--- src/rtl/mem_access_stage_if.sv ---
// Request/acknowledge bus between the MEM stage (master) and a variable-latency RAM (slave).
interface mem_access_stage_if #(
  parameter int DATA_W = 32
);
  logic                mem_req;
  logic                mem_we;
  logic [DATA_W-1:0]   mem_addr;
  logic [DATA_W-1:0]   mem_wdata;
  logic [DATA_W/8-1:0] mem_be;
  logic                mem_ack;
  logic [DATA_W-1:0]   mem_rdata;

  modport master (output mem_req, mem_we, mem_addr, mem_wdata, mem_be,
                  input  mem_ack, mem_rdata);
  modport slave  (input  mem_req, mem_we, mem_addr, mem_wdata, mem_be,
                  output mem_ack, mem_rdata);
endinterface

--- src/rtl/mem_access_stage.sv ---
// MEM pipeline stage: issues loads/stores to a variable-latency RAM, steers byte lanes,
// extends load data and reports misaligned / bus-timeout / illegal-size faults.
module mem_access_stage #(
  parameter int DATA_W  = 32,
  parameter int REG_W   = 5,
  parameter int TIMEOUT = 255
) (
  input  logic                clk,
  input  logic                rst,
  input  logic                valid_in,
  input  logic [DATA_W-1:0]   addr,
  input  logic [DATA_W-1:0]   data_in,
  input  logic [2:0]          funct3,
  input  logic                MemRead,
  input  logic                MemWrite,
  input  logic                in_MemToReg,
  input  logic                in_RegWrite,
  input  logic [REG_W-1:0]    in_RegDest,
  input  logic                in_PCSrc,
  input  logic [DATA_W-1:0]   in_BranchTarget,
  mem_access_stage_if.master  mem,
  output logic                stall_pipeline,
  output logic                valid_out,
  output logic [DATA_W-1:0]   data_out,
  output logic [DATA_W-1:0]   out_AluResult,
  output logic                out_MemToReg,
  output logic                out_RegWrite,
  output logic [REG_W-1:0]    out_RegDest,
  output logic                out_PCSrc,
  output logic [DATA_W-1:0]   out_BranchTarget,
  output logic [1:0]          out_fault
);
  localparam int NB    = DATA_W / 8;
  localparam int OFF_W = $clog2(NB);
  localparam int CNT_W = $clog2(TIMEOUT + 1);
  localparam logic [CNT_W-1:0] CNT_LAST = CNT_W'(TIMEOUT - 1);

  typedef enum logic {S_IDLE, S_WAIT} state_t;

  state_t              state_q, state_d;
  logic [CNT_W-1:0]    cnt_q, cnt_d;
  logic                req_q, req_d, we_q, we_d;
  logic [DATA_W-1:0]   maddr_q, maddr_d, wdata_q, wdata_d;
  logic [NB-1:0]       be_q, be_d;
  logic [1:0]          size_q, size_d;
  logic                uns_q, uns_d;
  logic                vout_q, vout_d;
  logic [DATA_W-1:0]   dout_q, dout_d, alu_q, alu_d, bt_q, bt_d;
  logic                m2r_q, m2r_d, rw_q, rw_d, pcsrc_q, pcsrc_d;
  logic [REG_W-1:0]    rd_q, rd_d;
  logic [1:0]          fault_q, fault_d;

  logic                is_mem, illegal, misaligned, start, stall_c, sign_bit;
  logic [1:0]          fault_in;
  logic [NB-1:0]       size_mask;
  logic [DATA_W-1:0]   wdata_rep, lane, keep, load_ext;

  // Fault decode and store-lane preparation for the instruction currently presented.
  always_comb begin
    is_mem  = MemRead | MemWrite;
    illegal = (MemRead & MemWrite) | (funct3 == 3'b111) |
              ((DATA_W == 32) && ((funct3[1:0] == 2'b11) || (funct3 == 3'b110)));
    case (funct3[1:0])
      2'b01:   misaligned = addr[0];
      2'b10:   misaligned = |addr[1:0];
      2'b11:   misaligned = |addr[2:0];
      default: misaligned = 1'b0;
    endcase
    fault_in = !is_mem ? 2'b00 : illegal ? 2'b11 : misaligned ? 2'b01 : 2'b00;
    start    = valid_in & is_mem & (fault_in == 2'b00);
    case (funct3[1:0])
      2'b00:   begin size_mask = NB'(1);  wdata_rep = {NB{data_in[7:0]}};        end
      2'b01:   begin size_mask = NB'(3);  wdata_rep = {(NB/2){data_in[15:0]}};   end
      2'b10:   begin size_mask = NB'(15); wdata_rep = {(NB/4){data_in[31:0]}};   end
      default: begin size_mask = '1;      wdata_rep = data_in;                   end
    endcase
  end

  // Load lane extraction: shift the addressed lane down, then sign- or zero-extend.
  always_comb begin
    lane = mem.mem_rdata >> {alu_q[OFF_W-1:0], 3'b000};
    case (size_q)
      2'b00:   begin keep = DATA_W'(8'hFF);         sign_bit = lane[7];  end
      2'b01:   begin keep = DATA_W'(16'hFFFF);      sign_bit = lane[15]; end
      2'b10:   begin keep = DATA_W'(32'hFFFF_FFFF); sign_bit = lane[31]; end
      default: begin keep = '1;                     sign_bit = 1'b0;     end
    endcase
    load_ext = (lane & keep) | ({DATA_W{sign_bit & ~uns_q}} & ~keep);
  end

  always_comb begin
    state_d = state_q;  cnt_d   = cnt_q;    req_d   = req_q;   we_d   = we_q;
    maddr_d = maddr_q;  wdata_d = wdata_q;  be_d    = be_q;    size_d = size_q;
    uns_d   = uns_q;    vout_d  = 1'b0;     dout_d  = dout_q;  alu_d  = alu_q;
    m2r_d   = m2r_q;    rw_d    = rw_q;     rd_d    = rd_q;    pcsrc_d = pcsrc_q;
    bt_d    = bt_q;     fault_d = fault_q;  stall_c = 1'b0;
    case (state_q)
      S_IDLE: begin
        if (valid_in) begin
          alu_d   = addr;
          m2r_d   = in_MemToReg;
          rd_d    = in_RegDest;
          pcsrc_d = in_PCSrc;
          bt_d    = in_BranchTarget;
          fault_d = fault_in;
          rw_d    = in_RegWrite & ~MemWrite & (fault_in == 2'b00);
          dout_d  = '0;
          if (start) begin
            stall_c = 1'b1;
            req_d   = 1'b1;
            we_d    = MemWrite;
            maddr_d = {addr[DATA_W-1:OFF_W], {OFF_W{1'b0}}};
            wdata_d = wdata_rep;
            be_d    = MemWrite ? (size_mask << addr[OFF_W-1:0]) : '1;
            size_d  = funct3[1:0];
            uns_d   = funct3[2];
            cnt_d   = '0;
            state_d = S_WAIT;
          end else begin
            vout_d = 1'b1;
          end
        end
      end
      S_WAIT: begin
        if (mem.mem_ack) begin
          req_d   = 1'b0;
          vout_d  = 1'b1;
          dout_d  = we_q ? '0 : load_ext;
          state_d = S_IDLE;
        end else if (cnt_q == CNT_LAST) begin
          // RAM never answered: retire the instruction as a bus fault.
          req_d   = 1'b0;
          vout_d  = 1'b1;
          fault_d = 2'b10;
          rw_d    = 1'b0;
          dout_d  = '0;
          state_d = S_IDLE;
        end else begin
          stall_c = 1'b1;
          cnt_d   = cnt_q + CNT_W'(1);
        end
      end
      default: state_d = S_IDLE;
    endcase
  end

  always_ff @(posedge clk or negedge rst) begin
    if (!rst) begin
      state_q <= S_IDLE; cnt_q   <= '0; req_q   <= 1'b0; we_q   <= 1'b0;
      maddr_q <= '0;     wdata_q <= '0; be_q    <= '0;   size_q <= '0;
      uns_q   <= 1'b0;   vout_q  <= 1'b0; dout_q <= '0;  alu_q  <= '0;
      m2r_q   <= 1'b0;   rw_q    <= 1'b0; rd_q   <= '0;  pcsrc_q <= 1'b0;
      bt_q    <= '0;     fault_q <= '0;
    end else begin
      state_q <= state_d; cnt_q   <= cnt_d;   req_q   <= req_d;   we_q   <= we_d;
      maddr_q <= maddr_d; wdata_q <= wdata_d; be_q    <= be_d;    size_q <= size_d;
      uns_q   <= uns_d;   vout_q  <= vout_d;  dout_q  <= dout_d;  alu_q  <= alu_d;
      m2r_q   <= m2r_d;   rw_q    <= rw_d;    rd_q    <= rd_d;    pcsrc_q <= pcsrc_d;
      bt_q    <= bt_d;    fault_q <= fault_d;
    end
  end

  assign mem.mem_req       = req_q;
  assign mem.mem_we        = we_q;
  assign mem.mem_addr      = maddr_q;
  assign mem.mem_wdata     = wdata_q;
  assign mem.mem_be        = be_q;
  assign stall_pipeline    = stall_c;
  assign valid_out         = vout_q;
  assign data_out          = dout_q;
  assign out_AluResult     = alu_q;
  assign out_MemToReg      = m2r_q;
  assign out_RegWrite      = rw_q;
  assign out_RegDest       = rd_q;
  assign out_PCSrc         = pcsrc_q;
  assign out_BranchTarget  = bt_q;
  assign out_fault         = fault_q;
endmodule

--- src/flat_wrapper.sv ---
// flat-port wrapper written by rule: the top's interface ports become plain ports
module mem_access_stage_flat 
#(
  parameter int DATA_W  = 32,
  parameter int REG_W   = 5,
  parameter int TIMEOUT = 255
)
  (clk, rst, valid_in, addr, data_in, funct3, MemRead, MemWrite, in_MemToReg, in_RegWrite, in_RegDest, in_PCSrc, in_BranchTarget, stall_pipeline, valid_out, data_out, out_AluResult, out_MemToReg, out_RegWrite, out_RegDest, out_PCSrc, out_BranchTarget, out_fault, mem_mem_req, mem_mem_we, mem_mem_addr, mem_mem_wdata, mem_mem_be, mem_mem_ack, mem_mem_rdata);
  mem_access_stage_if #(.DATA_W(DATA_W)) mem_i ();
  input  logic clk;
  input  logic rst;
  input  logic valid_in;
  input  logic [DATA_W-1:0] addr;
  input  logic [DATA_W-1:0] data_in;
  input  logic [2:0] funct3;
  input  logic MemRead;
  input  logic MemWrite;
  input  logic in_MemToReg;
  input  logic in_RegWrite;
  input  logic [REG_W-1:0] in_RegDest;
  input  logic in_PCSrc;
  input  logic [DATA_W-1:0] in_BranchTarget;
  output logic stall_pipeline;
  output logic valid_out;
  output logic [DATA_W-1:0] data_out;
  output logic [DATA_W-1:0] out_AluResult;
  output logic out_MemToReg;
  output logic out_RegWrite;
  output logic [REG_W-1:0] out_RegDest;
  output logic out_PCSrc;
  output logic [DATA_W-1:0] out_BranchTarget;
  output logic [1:0] out_fault;
  output wire logic [$bits(mem_i.mem_req)-1:0] mem_mem_req;
  output wire logic [$bits(mem_i.mem_we)-1:0] mem_mem_we;
  output wire logic [$bits(mem_i.mem_addr)-1:0] mem_mem_addr;
  output wire logic [$bits(mem_i.mem_wdata)-1:0] mem_mem_wdata;
  output wire logic [$bits(mem_i.mem_be)-1:0] mem_mem_be;
  input wire logic [$bits(mem_i.mem_ack)-1:0] mem_mem_ack;
  input wire logic [$bits(mem_i.mem_rdata)-1:0] mem_mem_rdata;
  assign mem_mem_req = mem_i.mem_req;
  assign mem_mem_we = mem_i.mem_we;
  assign mem_mem_addr = mem_i.mem_addr;
  assign mem_mem_wdata = mem_i.mem_wdata;
  assign mem_mem_be = mem_i.mem_be;
  assign mem_i.mem_ack = mem_mem_ack;
  assign mem_i.mem_rdata = mem_mem_rdata;
  mem_access_stage #(.DATA_W(DATA_W), .REG_W(REG_W), .TIMEOUT(TIMEOUT)) u_core (.clk(clk), .rst(rst), .valid_in(valid_in), .addr(addr), .data_in(data_in), .funct3(funct3), .MemRead(MemRead), .MemWrite(MemWrite), .in_MemToReg(in_MemToReg), .in_RegWrite(in_RegWrite), .in_RegDest(in_RegDest), .in_PCSrc(in_PCSrc), .in_BranchTarget(in_BranchTarget), .mem(mem_i), .stall_pipeline(stall_pipeline), .valid_out(valid_out), .data_out(data_out), .out_AluResult(out_AluResult), .out_MemToReg(out_MemToReg), .out_RegWrite(out_RegWrite), .out_RegDest(out_RegDest), .out_PCSrc(out_PCSrc), .out_BranchTarget(out_BranchTarget), .out_fault(out_fault));
endmodule
--- config.mk ---
export PLATFORM = sky130hd
export DESIGN_NAME = mem_access_stage_flat
export DESIGN_NICKNAME = d
export VERILOG_FILES = /design/src/rtl/mem_access_stage_if.sv /design/src/rtl/mem_access_stage.sv /design/src/flat_wrapper.sv
export SDC_FILE = /design/constraint.sdc
export NUM_CORES = 1
export LEC_CHECK = 0
export BUFFER_PORTS_ARGS = -buffer_cell sky130_fd_sc_hd__buf_2
export CAP_MARGIN = 20
export CORE_UTILIZATION = 49
export DETAILED_ROUTE_END_ITERATION = 10
export PLACE_DENSITY = 0.79
export SYNTH_ARGS = -nofsm -noshare
export SYNTH_HDL_FRONTEND = slang
export SYNTH_SLANG_ARGS = --single-unit
--- constraint.sdc ---
create_clock -name clk -period 2.05 [get_ports clk]
set_clock_uncertainty 0.1 [all_clocks]
set_input_delay 0.205 -clock clk [delete_from_list [all_inputs] [get_ports clk]]
set_output_delay 0.205 -clock clk [all_outputs]
set_load 0.05 [all_outputs]
# Word level (Yosys, flattened, before mapping)
# Index checks and enable logic that the tools add are counted.
# totals
output_inout_bits,178
word_cells,104
ff_bits,187
inputBits,145
# classes
bitwise_logic,16
mux,41
n_eq_ne,14
shift,2
addsub,1
reduce_logical,12
# ops
cell,n
32-bit case mux with 2 select lines,3
32-bit 2-to-1 mux,4
32-bit bitwise AND,2
8-bit 2-to-1 mux,4
32-bit NOT,1
32-bit OR,1
32-bit by 5-bit >> shifter with 32-bit output,1
8-bit case mux with 2 select lines,1
1-bit 2-to-1 mux,15
2-bit 2-to-1 mux,5
3-bit AND reduction,3
8-bit by 1-bit adder with 8-bit output (second input constant),1
8-bit equality test (second input constant),1
2-bit inequality test (second input constant),4
1-bit case mux with 2 select lines,4
4-bit case mux with 2 select lines,1
1-bit bitwise AND,6
2-bit equality test (second input constant),3
3-bit equality test (second input constant),2
2-bit zero test,3
1-bit case mux with 3 select lines,2
2-bit by 1-bit equality test with 1-bit output (second input constant),2
4-bit 2-to-1 mux,1
2-bit case mux with 2 select lines,1
other kinds (10),15

# Depth between registers and ports, before layout
# Gate-level depths: netlist of run 1.
# logic_depth
ltp_word,10
depth_mapped,7
depth_no_buf,6

# Worst setup path before layout of run 1
# OpenSTA, ideal clock, no wires.
# synth_path
path_kind,reg2reg
start,register u_core.alu_q[1] (netlist: u_core.out_AluResult[1])
end,register u_core.dout_q[29] (netlist: u_core.data_out[29])
synth_period_minus_slack_ns,2.237
required_time_ns,1.824
path_slack_ns,-0.187
stages_incl_launch_ff,6
arrival_ns,2.011
n_path_buf,2
cell_sequence,dfrtp_1 > buf_6 > mux4_2 > o2111a_2 > buf_6 > a221o_1
# synth_between
elab_chain_len,8
# synth_lines
item,line_no,rtl
from (decl),mem_access_stage.sv:48,"logic [DATA_W-1:0] dout_q, dout_d, alu_q, alu_d, bt_q, bt_d;"
from (signal assigned),mem_access_stage.sv:157,uns_q <= uns_d; vout_q <= vout_d; dout_q <= dout_d; alu_q <= alu_d;
32-bit by 5-bit >> shifter with 32-bit output (*),mem_access_stage.sv:81,"lane = mem.mem_rdata >> {alu_q[OFF_W-1:0], 3'b000};"
1-bit case mux with 3 select lines,mem_access_stage.sv:82,case (size_q)
1-bit bitwise AND,mem_access_stage.sv:88,load_ext = (lane & keep) | ({DATA_W{sign_bit & ~uns_q}} & ~keep);
32-bit bitwise AND,mem_access_stage.sv:88,
32-bit OR (*),mem_access_stage.sv:88,
32-bit 2-to-1 mux (*),mem_access_stage.sv:128,dout_d = we_q ? '0 : load_ext;
32-bit 2-to-1 mux (*),mem_access_stage.sv:125,if (mem.mem_ack) begin
32-bit case mux with 2 select lines (*),mem_access_stage.sv:97,case (state_q)
to (signal assigned),mem_access_stage.sv:157,
to (decl),mem_access_stage.sv:48,
# Every way passes the cells marked *; elsewhere a longest branch is shown, timed or not.
# A chain may end at the register's enable or synchronous reset.

# Final worst setup path of run 1
# layout_path
start,input port addr[0]
end,output port stall_pipeline
# layout_between
elab_chain_len,10
# layout_lines
item,line_no,rtl
from (decl),flat_wrapper.sv:13,input logic [DATA_W-1:0] addr;
3-bit OR reduction / 2-bit OR reduction (equally long branches),"mem_access_stage.sv:66, mem_access_stage.sv:65",
1-bit case mux with 3 select lines (*),mem_access_stage.sv:63,case (funct3[1:0])
1-bit 2-to-1 mux (*),mem_access_stage.sv:69,fault_in = !is_mem ? 2'b00 : illegal ? 2'b11 : misaligned ? 2'b01 : 2'b00;
2-bit 2-to-1 mux (*) (2 in a row),mem_access_stage.sv:69,
2-bit zero test (*),mem_access_stage.sv:70,start = valid_in & is_mem & (fault_in == 2'b00);
1-bit bitwise AND (*),mem_access_stage.sv:70,
1-bit 2-to-1 mux (*),mem_access_stage.sv:108,if (start) begin
1-bit 2-to-1 mux (*),mem_access_stage.sv:99,if (valid_in) begin
1-bit case mux with 2 select lines (*),mem_access_stage.sv:97,
to (decl),flat_wrapper.sv:23,output logic stall_pipeline;
# Marks and branches as above.

==> results of run 1 <==
-- cells in the final DEF, fill, tap and decap left out, types with 15 or more instances in the layout --
cell type,count
a211o_1,15
mux2i_1,24
dlygate4sd3_1,91
o21ai_0,25
buf_2,318
buf_4,29
clkbuf_16,17
nor2_1,18
dfrtp_1,185
nand2_1,233
mux2_2,55
mux2_1,31
-- layer usage --
layer  share of wire, %  up-vias
li1                   -     3337
met1                 40     3537
met2                 50      304
met3                6.4       69
met4                4.0        0
met5                  0        -
-- cell usage after synthesis, types with 3 or more instances --
library cell / number
nor2_1: 18
a211o_1: 15
nor2b_1: 11
buf_4: 4
a22o_1: 9
o22ai_1: 3
a32o_1: 7
buf_1: 5
buf_6: 7
clkbuf_1: 21
buf_2: 6
mux2i_1: 24
o21ai_0: 25
nand3b_1: 5
nand2_1: 235
dfrtp_1: 187
xor2_1: 4
a21oi_1: 8
mux2_1: 31
a221o_1: 8
mux2_2: 55
-- what timing repair did --
item                       4_1_cts  5_1_grt
pin swaps                        3        1
resized for setup                5        4
buffers inserted                 5        1
setup endpoints to repair        1        1
hold endpoints to repair       177        0
hold buffers                    91        0
-- worst max-delay path, delay by kind of cell --
kind,cells,cell delay (ns)
simple gates,2,0.23
compound gates,1,0.14
buf+inv,4,1.05
-- power groups by stage --
stage / combinational (mW) / clock, mW / sequential, mW
CTS: 4.85 / 3.43 / 4.77
floorplan: 1.00 / 0 / 7.17
finish: 4.87 / 3.39 / 4.80
detailed placement: 4.66 / 0 / 4.84
global route: 5.12 / 3.61 / 4.88
global placement: 4.59 / 0 / 4.81
-- kinds of logic after synthesis --
logic type	synth area share, %
DFF	57.73
muxes	15.19
adders and majority gates	0.3087
AOI/OAI and AO/OA	8.521
xor gates and xnor gates	0.4322
buffers and inverters	3.010
and+or+nand+nor	14.76
other	0.04627
-- final timing paths --
path	startpoint	endpoint	slack [ns]	depth (start not counted)
min in group asynchronous	rst	u_core.cnt_q[5]	0.23	2
worst min register to register	u_core.out_AluResult[27]	u_core.out_AluResult[27]	0.37	2
worst min-delay path	data_in[25]	u_core.mem.mem_wdata[25]	0.03	4
max in group asynchronous	rst	u_core.mem.mem_be[3]	0.97	3
worst max-delay path	addr[0]	stall_pipeline	0.10	7
worst max register to register	u_core.state_q	u_core.mem.mem_wdata[10]	0.19	5
-- area by class of cell --
cell class,instances,area [µm²],share of cell area [%]
clock buffer,17,425.4,3.659
antenna,1,2.502,0.02152
multi-input combinational,500,3226,27.74
sequential,187,4682,40.27
inverter,2,7.507,0.06456
timing repair buffer,445,2836,24.39
tap,216,270.3,2.324
clock inverter,15,177.7,1.528
-- per-stage QoR --
step           std cells  hold slack, ns  utilization (%)  setup TNS [ns]
4_1_cts             1381         0.01081            72.51               0
6_report            1383         0.02857            72.67               0
3_5_place_dp        1253          0.1364            62.71               0
5_1_grt             1383         0.01767            72.67               0
2_1_floorplan        732         -0.1906                -         -0.1843
3_3_place_gp        1253          0.1377            62.71               0
-- sequential cells by signal, indices dropped and copies added, names as in the netlist --
| signal | flops |
|---|---|
| u_core.data_out | 32 |
| u_core.mem.mem_we | 1 |
| u_core.mem.mem_req | 1 |
| u_core.out_PCSrc | 1 |
| u_core.out_RegWrite | 1 |
| u_core.size_q | 2 |
| u_core.out_BranchTarget | 32 |
| u_core.out_fault | 2 |
| u_core.cnt_q | 8 |
| u_core.state_q | 1 |
| u_core.out_RegDest | 5 |
| u_core.out_MemToReg | 1 |
| u_core.mem.mem_addr | 30 |
| u_core.out_AluResult | 32 |
| u_core.mem.mem_wdata | 32 |
| u_core.uns_q | 1 |
| u_core.valid_out | 1 |
| u_core.mem.mem_be | 4 |
==> reports/metrics.cfg, run 1 <==
[run_status]
outcome = completed

[sta]
setup-violations-final = 0
drv_slew = 0
max_freq_mhz = 513.9
hold_violations = 0
worst_slack_ns = 0.1040
rsz0062_at_grt = no
worst_slew_pin_slew_ns = 0.7589
max_slew_margin_pct = 49.40
period_needed_ns = 1.946
post-route-period-util_pct = 94.93

[synthesis]
syn_inst = 731
netlist_area_um2 = 8105
synthTopCellsByArea = dfrtp_1 (58%), nand2_1 (11%), mux2_2 (7.6%)
syn_area_per_cell_um2 = 11.09
synth_top_area_share_pct = 57.73
ys_warn_count = 0
yosysSeqAreaShare_pct = 57.73
synth_top_area_cell = dfrtp_1
ys_async_sr_fraction_pct = 100.0
synth_cell_types = 51
ys_ff_latch = 187
synth_flop_cell = dfrtp_1
synth-edff-count = 0

[clock_tree]
cts_made_buffers = 17
clk_pin_slew_ns = 0.07
cts-root-buf = clkbuf_16
clock-sinks = 187
clk_latency_ns = 0.43
clock_path_buffers = 2
cts_htree_levels = 4
cts_tree = done

[power]
power_switching_mw = 5.499
sw_frac_of_total_pct = 42.12
power_mw = 13.05
p_int_mw = 7.556
clkPwrFrac_pct = 25.9
leakage_nw = 6.126
power_frac_comb_pct = 37.3
p_seq_share_pct = 36.7
power_density_nw_per_um2 = 1123
vdd_drop_max_v = 0.0007078

[global_route]
grt_max_degree = 73
use_met2_pct = 47.40
grt_util_met3_pct = 7.288
grt.overflow.total = 0
antenna_found_initial = 1
grtUsageMet1_pct = 33.75
busiest_layer = met2
grtUsageTotal_pct = 28.19
grt_pass1_vias = 7145
grt_first_pass_wirelength_um = 36360

[critical_path]
arrival_ns = 1.64
slowest_stage = dlygate4sd3_1
crit_chain = dlygate4sd3_1 > buf_2 > o21ai_1 > buf_4 > nand4b_2 > nand2_2 > buf_6
cp_data_required_time_ns = 1.75
slowest_delay_ns = 0.55
critPathMaxFanout = 7
cp-start-kind = input port
crit_type = input port to output port
end_kind = output port

[layout]
drive_gt1_share_pct = 39.37
n_fill_cell = 1156
fin_nets = 1300
area_growth_pct = 43.45
fin_area_um2 = 11630

[detailed_routing]
dr.first_iter.drc_count = 407
postRouteAntennaNets = 0
totalWireLength_um = 24020
firstDrtPassIters = 5
viasPerCell = 5.240
vias = 7247
drt-wirelength-per-cell_um = 17.37
drcViolationCount = 0

[placed_design]
gp_congestion = 0.8162
dpl-instance-area_um2 = 10030
port_buffers = 320
dpl_worst_slack_ns = 0.1599
hpwl_um = 15700

[die]
initial_core_util_pct = 50.66
die_h_um = 130.6
top_level_ports = 323
die_area_um2 = 17060
die_x_um = 130.6
rows = 46
core_um2 = 16000

[job]
drv_cap = 0

[hold_path]
holdCritPathClass = input port to register

No activity file was read; power rests on OpenSTA's default activity.
==> run 2: changes to the inputs <==
Settings changed: ABC_AREA from default to 1, CORE_UTILIZATION 49 to 50, PLACE_DENSITY 0.79 to 0.78.
==> reports/metrics.cfg, run 2 <==
[clock_tree]
clk_pin_slew_ns = 0.07
cts_htree_levels = 4
clock_path_buffers = 2
clock-sinks = 187
cts_tree = done
cts-root-buf = clkbuf_16
clk_latency_ns = 0.42
cts_made_buffers = 17

[power]
sw_frac_of_total_pct = 43.46
clkPwrFrac_pct = 24.6
leakage_nw = 6.802
p_int_mw = 7.420
p_seq_share_pct = 36.9
vdd_drop_max_v = 0.0005774
power_frac_comb_pct = 38.5
power_switching_mw = 5.703
power_density_nw_per_um2 = 1048

[critical_path]
crit_type = register to output port
rr_startpoint = u_core.cnt_q[0]
crit_start = u_core.cnt_q[0]
cp_data_required_time_ns = 1.75
r2r_slack_ns = 0.30
arrival_ns = 1.65
r2r-end = u_core.data_out[11]
reg2reg_depth = 10
cp-start-kind = register
critPathMaxFanout = 4
end_kind = output port

[synthesis]
synth_top_area_share_pct = 51.32
syn_inst = 1031
synth_cell_types = 34
yosysSeqAreaShare_pct = 51.32
syn_area_per_cell_um2 = 8.843
synth_most_common_cell = nand2_1
ys_warn_count = 0
synth-edff-count = 0
ys_async_sr_fraction_pct = 100.0
ys_ff_latch = 187
synth_top_area_cell = dfrtp_1
netlist_area_um2 = 9117
synth_flop_cell = dfrtp_1
synthTopCellsByArea = dfrtp_1 (51%), nand2_1 (16%), o21ai_2 (6.7%)
synthTopCellsByCount = nand2_1 (378), dfrtp_1 (187), o21ai_2 (70), a21oi_1 (58), inv_1 (57)

[sta]
drv_slew = 0
setup_tns_ns = 0
hold_violations = 0
worst_slack_ns = 0.09310
worst_slew_pin_slew_ns = 0.7674
setup-violations-final = 0
timing.hold.ws_ns = 0.03244
max_freq_mhz = 511.0
period_needed_ns = 1.957
post-route-period-util_pct = 95.46
max_slew_margin_pct = 48.65

[die]
core_um2 = 17900
initial_core_util_pct = 50.93
die_h_um = 137.0
top_level_ports = 323
die_x_um = 137.0
rows = 49
die_area_um2 = 18780

[global_route]
grt_pass1_vias = 8297
antenna_found_initial = 1
grt_max_degree = 61
grt.overflow.total = 0
grt_first_pass_wirelength_um = 41170
grtUsageTotal_pct = 28.41

[layout]
final_common_cell = nand2_1
fin_nets = 1589
area_growth_pct = 37.35
drive_gt1_share_pct = 37.59
final_cell_mix = nand2_1 (376), buf_2 (318), dfrtp_1 (187)
n_fill_cell = 1285

[detailed_routing]
drt-wirelength-per-cell_um = 15.84
drcViolationCount = 0
postRouteAntennaNets = 0
totalWireLength_um = 26690
firstDrtPassIters = 5
viasPerCell = 5.128
dr.first_iter.drc_count = 553
vias = 8640

[run_status]
outcome = completed

[hold_path]
min_path_cells = 3
holdCritPathClass = input port to register
worstHoldStart = data_in[25]
hold_end = u_core.mem.mem_wdata[25]

[placed_design]
hpwl_um = 17320
dpl_worst_slack_ns = 0.3211
port_buffers = 320
gp_congestion = 0.9234

[job]
drv_cap = 0

[run 2: power groups by stage]
stage,Clock [mW],Sequential (mW),Combinational [mW]
after floorplan,0,6.97,1.47
after global placement,0,4.87,4.77
after detailed placement,0,4.88,4.83
after CTS,3.29,4.82,4.99
after global routing,3.45,4.91,5.35
final,3.23,4.84,5.05
[run 2: timing repair]
item / in CTS / in global routing
gates resized for setup: 1 / 8
hold buffers: 102 / 1
hold endpoints to repair: 178 / 1
pin swaps: 0 / 2
buffers inserted: 0 / 2
setup endpoints to repair: 1 / 1
[run 2: cell families (layout without fill, tap and decap cells)]
| logic type | after synthesis | in the layout | synth area share (%) |
|---|---|---|---|
| simple gates | 532 | 532 | 27.89 |
| flops | 187 | 187 | 51.32 |
| compound gates | 180 | 180 | 12.95 |
| buf+inv | 126 | 549 | 7.232 |
| xor+xnor | 3 | 3 | 0.2882 |
| fa+ha+maj | 2 | 2 | 0.2744 |
| other cells | 1 | 3 | 0.04113 |
[run 2: worst max-delay path, stage by stage, from the launching register on]
cell and delay [ns]:
dfrtp_1 0.42, inv_2 0.10, ha_4 0.13, nand2_2 0.05
nor2_2 0.12, nand2_1 0.09, nand3_2 0.10, nand2_2 0.07
buf_8 0.16
[run 2: final cells by class]
| class | count | area (µm²) | area share, % |
|---|---|---|---|
| antenna | 1 | 2.502 | 0.01998 |
| inverter | 66 | 247.7 | 1.978 |
| multi-input combinational | 719 | 3810 | 30.42 |
| sequential | 187 | 4679 | 37.37 |
| clock buffer | 19 | 442.9 | 3.537 |
| tap | 229 | 286.5 | 2.288 |
| timing repair buffer | 451 | 2924 | 23.35 |
| clock inverter | 13 | 130.1 | 1.039 |
[run 2: routing by layer]
layer | up-vias | track usage, % | share of wire [%]
li1 | 4081 | - | -
met1 | 4051 | 33.83 | 38
met2 | 412 | 47.17 | 50
met3 | 96 | 6.852 | 7.5
met4 | 0 | 15.69 | 4.6
met5 | - | 0 | 0
[run 2: worst max-delay path by stage]
stage	endpoint	slack (ns)	cells past startpoint
after floorplan	u_core.data_out[21]	0.28	11
after global placement	u_core.mem.mem_wdata[2]	0.36	9
after detailed placement	u_core.data_out[11]	0.32	10
after CTS	stall_pipeline	0.04	8
after global routing	stall_pipeline	-0.02	8
final	stall_pipeline	0.09	8
[run 2: stage by stage]
step / utilization [%] / std cells / cell area, µm² / total power, mW
finish: 69.95 / 1685 / 12520 / 13.12
detailed placement: 60.73 / 1547 / 10870 / 9.706
floorplan: - / 1032 / 9121 / 8.441
global placement: 60.73 / 1547 / 10870 / 9.635
CTS: 69.65 / 1681 / 12470 / 13.10
global route: 69.95 / 1685 / 12520 / 13.70
==> run 3: changes to the inputs <==
Settings changed: RECOVER_POWER from default to 50.
==> reports/metrics.cfg, run 3 (synthesis results as in run 2) <==
[global_route]
grt_max_degree = 61
grt_first_pass_wirelength_um = 41170
grt_pass1_vias = 8297
grt.overflow.total = 0
grtUsageTotal_pct = 28.41
antenna_found_initial = 1

[power]
power_density_nw_per_um2 = 1053
leakage_nw = 6.532
vdd_drop_max_v = 0.0005749
power_mw = 13.06

[critical_path]
end_kind = output port
rr_startpoint = u_core.state_q
cp_data_required_time_ns = 1.75
critPathMaxFanout = 4
r2r-end = u_core.out_AluResult[0]
r2r_slack_ns = 0.13
cp-start-kind = register
crit_type = register to output port
arrival_ns = 1.65
reg2reg_depth = 4

[detailed_routing]
viasPerCell = 5.126
vias = 8638
postRouteAntennaNets = 0
drt-wirelength-per-cell_um = 15.81
totalWireLength_um = 26630
firstDrtPassIters = 5
dr.first_iter.drc_count = 618
drcViolationCount = 0

[sta]
timing.hold.ws_ns = 0.02217
setup_tns_ns = 0
setup-violations-final = 0
period_needed_ns = 1.958
post-route-period-util_pct = 95.51
drv_slew = 0
max_freq_mhz = 510.7
hold_violations = 0
max_slew_margin_pct = 4.504
worst_slew_pin_slew_ns = 1.432

[hold_path]
hold_end = u_core.mem.mem_wdata[29]
worstHoldStart = data_in[29]
min_path_cells = 3
holdCritPathClass = input port to register

[die]
top_level_ports = 323
die_h_um = 137.0
die_area_um2 = 18780
die_x_um = 137.0
core_um2 = 17900
rows = 49
initial_core_util_pct = 50.93

[job]
drv_cap = 0

[placed_design]
gp_congestion = 0.9234
hpwl_um = 17320
dpl-instance-area_um2 = 10870
port_buffers = 320

[layout]
area_growth_pct = 36.12
n_fill_cell = 1342
final_cell_mix = nand2_1 (376), buf_2 (243), dfrtp_1 (187)
drive_gt1_share_pct = 32.30
final_common_cell = nand2_1
fin_nets = 1589
fin_area_um2 = 12410

[clock_tree]
clk_pin_slew_ns = 0.07
cts_htree_levels = 4
cts-root-buf = clkbuf_16
clock-sinks = 187
clk_latency_ns = 0.42
cts_tree = done
cts_made_buffers = 17
clock_path_buffers = 2

[run_status]
outcome = completed

==> run 3: cell types whose count changed in the layout (fill, tap and decap cells not counted) <==
cell      previous run  this run
clkbuf_1             1        78
buf_2              318       243
buf_4               23        20
clkbuf_2             0         2
clkbuf_8             2         1
==> run 3: worst max-delay path: stages, from the launching register on <==
cell     delay, ns
dfrtp_1       0.42
inv_2         0.10
ha_4          0.13
nand2_2       0.05
nor2_2        0.12
nand2_1       0.09
nand3_2       0.10
nand2_2       0.07
buf_8         0.16
==> run 3: routing by layer <==
metal	wire, µm	share of wire [%]	vias up	GRT usage [%]
met2	13210	50	425	47.17
met4	1193	4.5	0	15.69
met3	2036	7.6	90	6.852
li1	-	-	4080	-
met5	0	0	-	0
met1	10190	38	4043	33.83
==> run 3: how the worst max path moves through the flow <==
stage	depth (start not counted)	slack, ns	startpoint	to
2_1_floorplan	11	0.28	u_core.out_AluResult[0]	u_core.data_out[21]
3_3_place_gp	9	0.36	funct3[1]	u_core.mem.mem_wdata[2]
3_5_place_dp	10	0.32	u_core.cnt_q[0]	u_core.data_out[11]
4_1_cts	8	0.04	u_core.cnt_q[0]	stall_pipeline
5_1_grt	8	-0.02	u_core.cnt_q[0]	stall_pipeline
6_report	8	0.09	u_core.cnt_q[0]	stall_pipeline
==> run 3: power by group <==
part           internal [mW]  switching [mW]  total [mW]  leakage (nW)
clock network           1.74            1.48        3.22         0.274
registers               4.32           0.534        4.85          2.37
logic                   1.30            3.69        4.99          3.89
==> run 3: repair_timing <==
item | CTS | global route
endpoints found under the hold margin | 178 | 1
setup endpoints to repair | 1 | 1
setup buffers | 0 | 2
pin swaps | 0 | 2
gates resized for setup | 1 | 8
hold buffers | 102 | 1
==> run 3: area by class of cell <==
type                    instances  area (µm²)  area share (%)
clock buffers                  19       442.9           3.569
repair buffers                451        2811           22.65
inverters                      66       247.7           1.996
diodes                          1       2.502         0.02016
well taps                     229       286.5           2.309
flip-flops and latches        187        4679           37.71
clock inverters                13       130.1           1.048
multi-input cells             719        3810           30.70
==> run 3: metrics by stage <==
stage | cells | worst slack [ns] | utilization (%)
after detailed placement | 1547 | 0.3211 | 60.73
after floorplan | 1032 | 0.2839 | -
after global placement | 1547 | 0.3616 | 60.73
final | 1685 | 0.09202 | 69.32
after CTS | 1681 | 0.03501 | 69.65
after global routing | 1685 | -0.02124 | 69.32
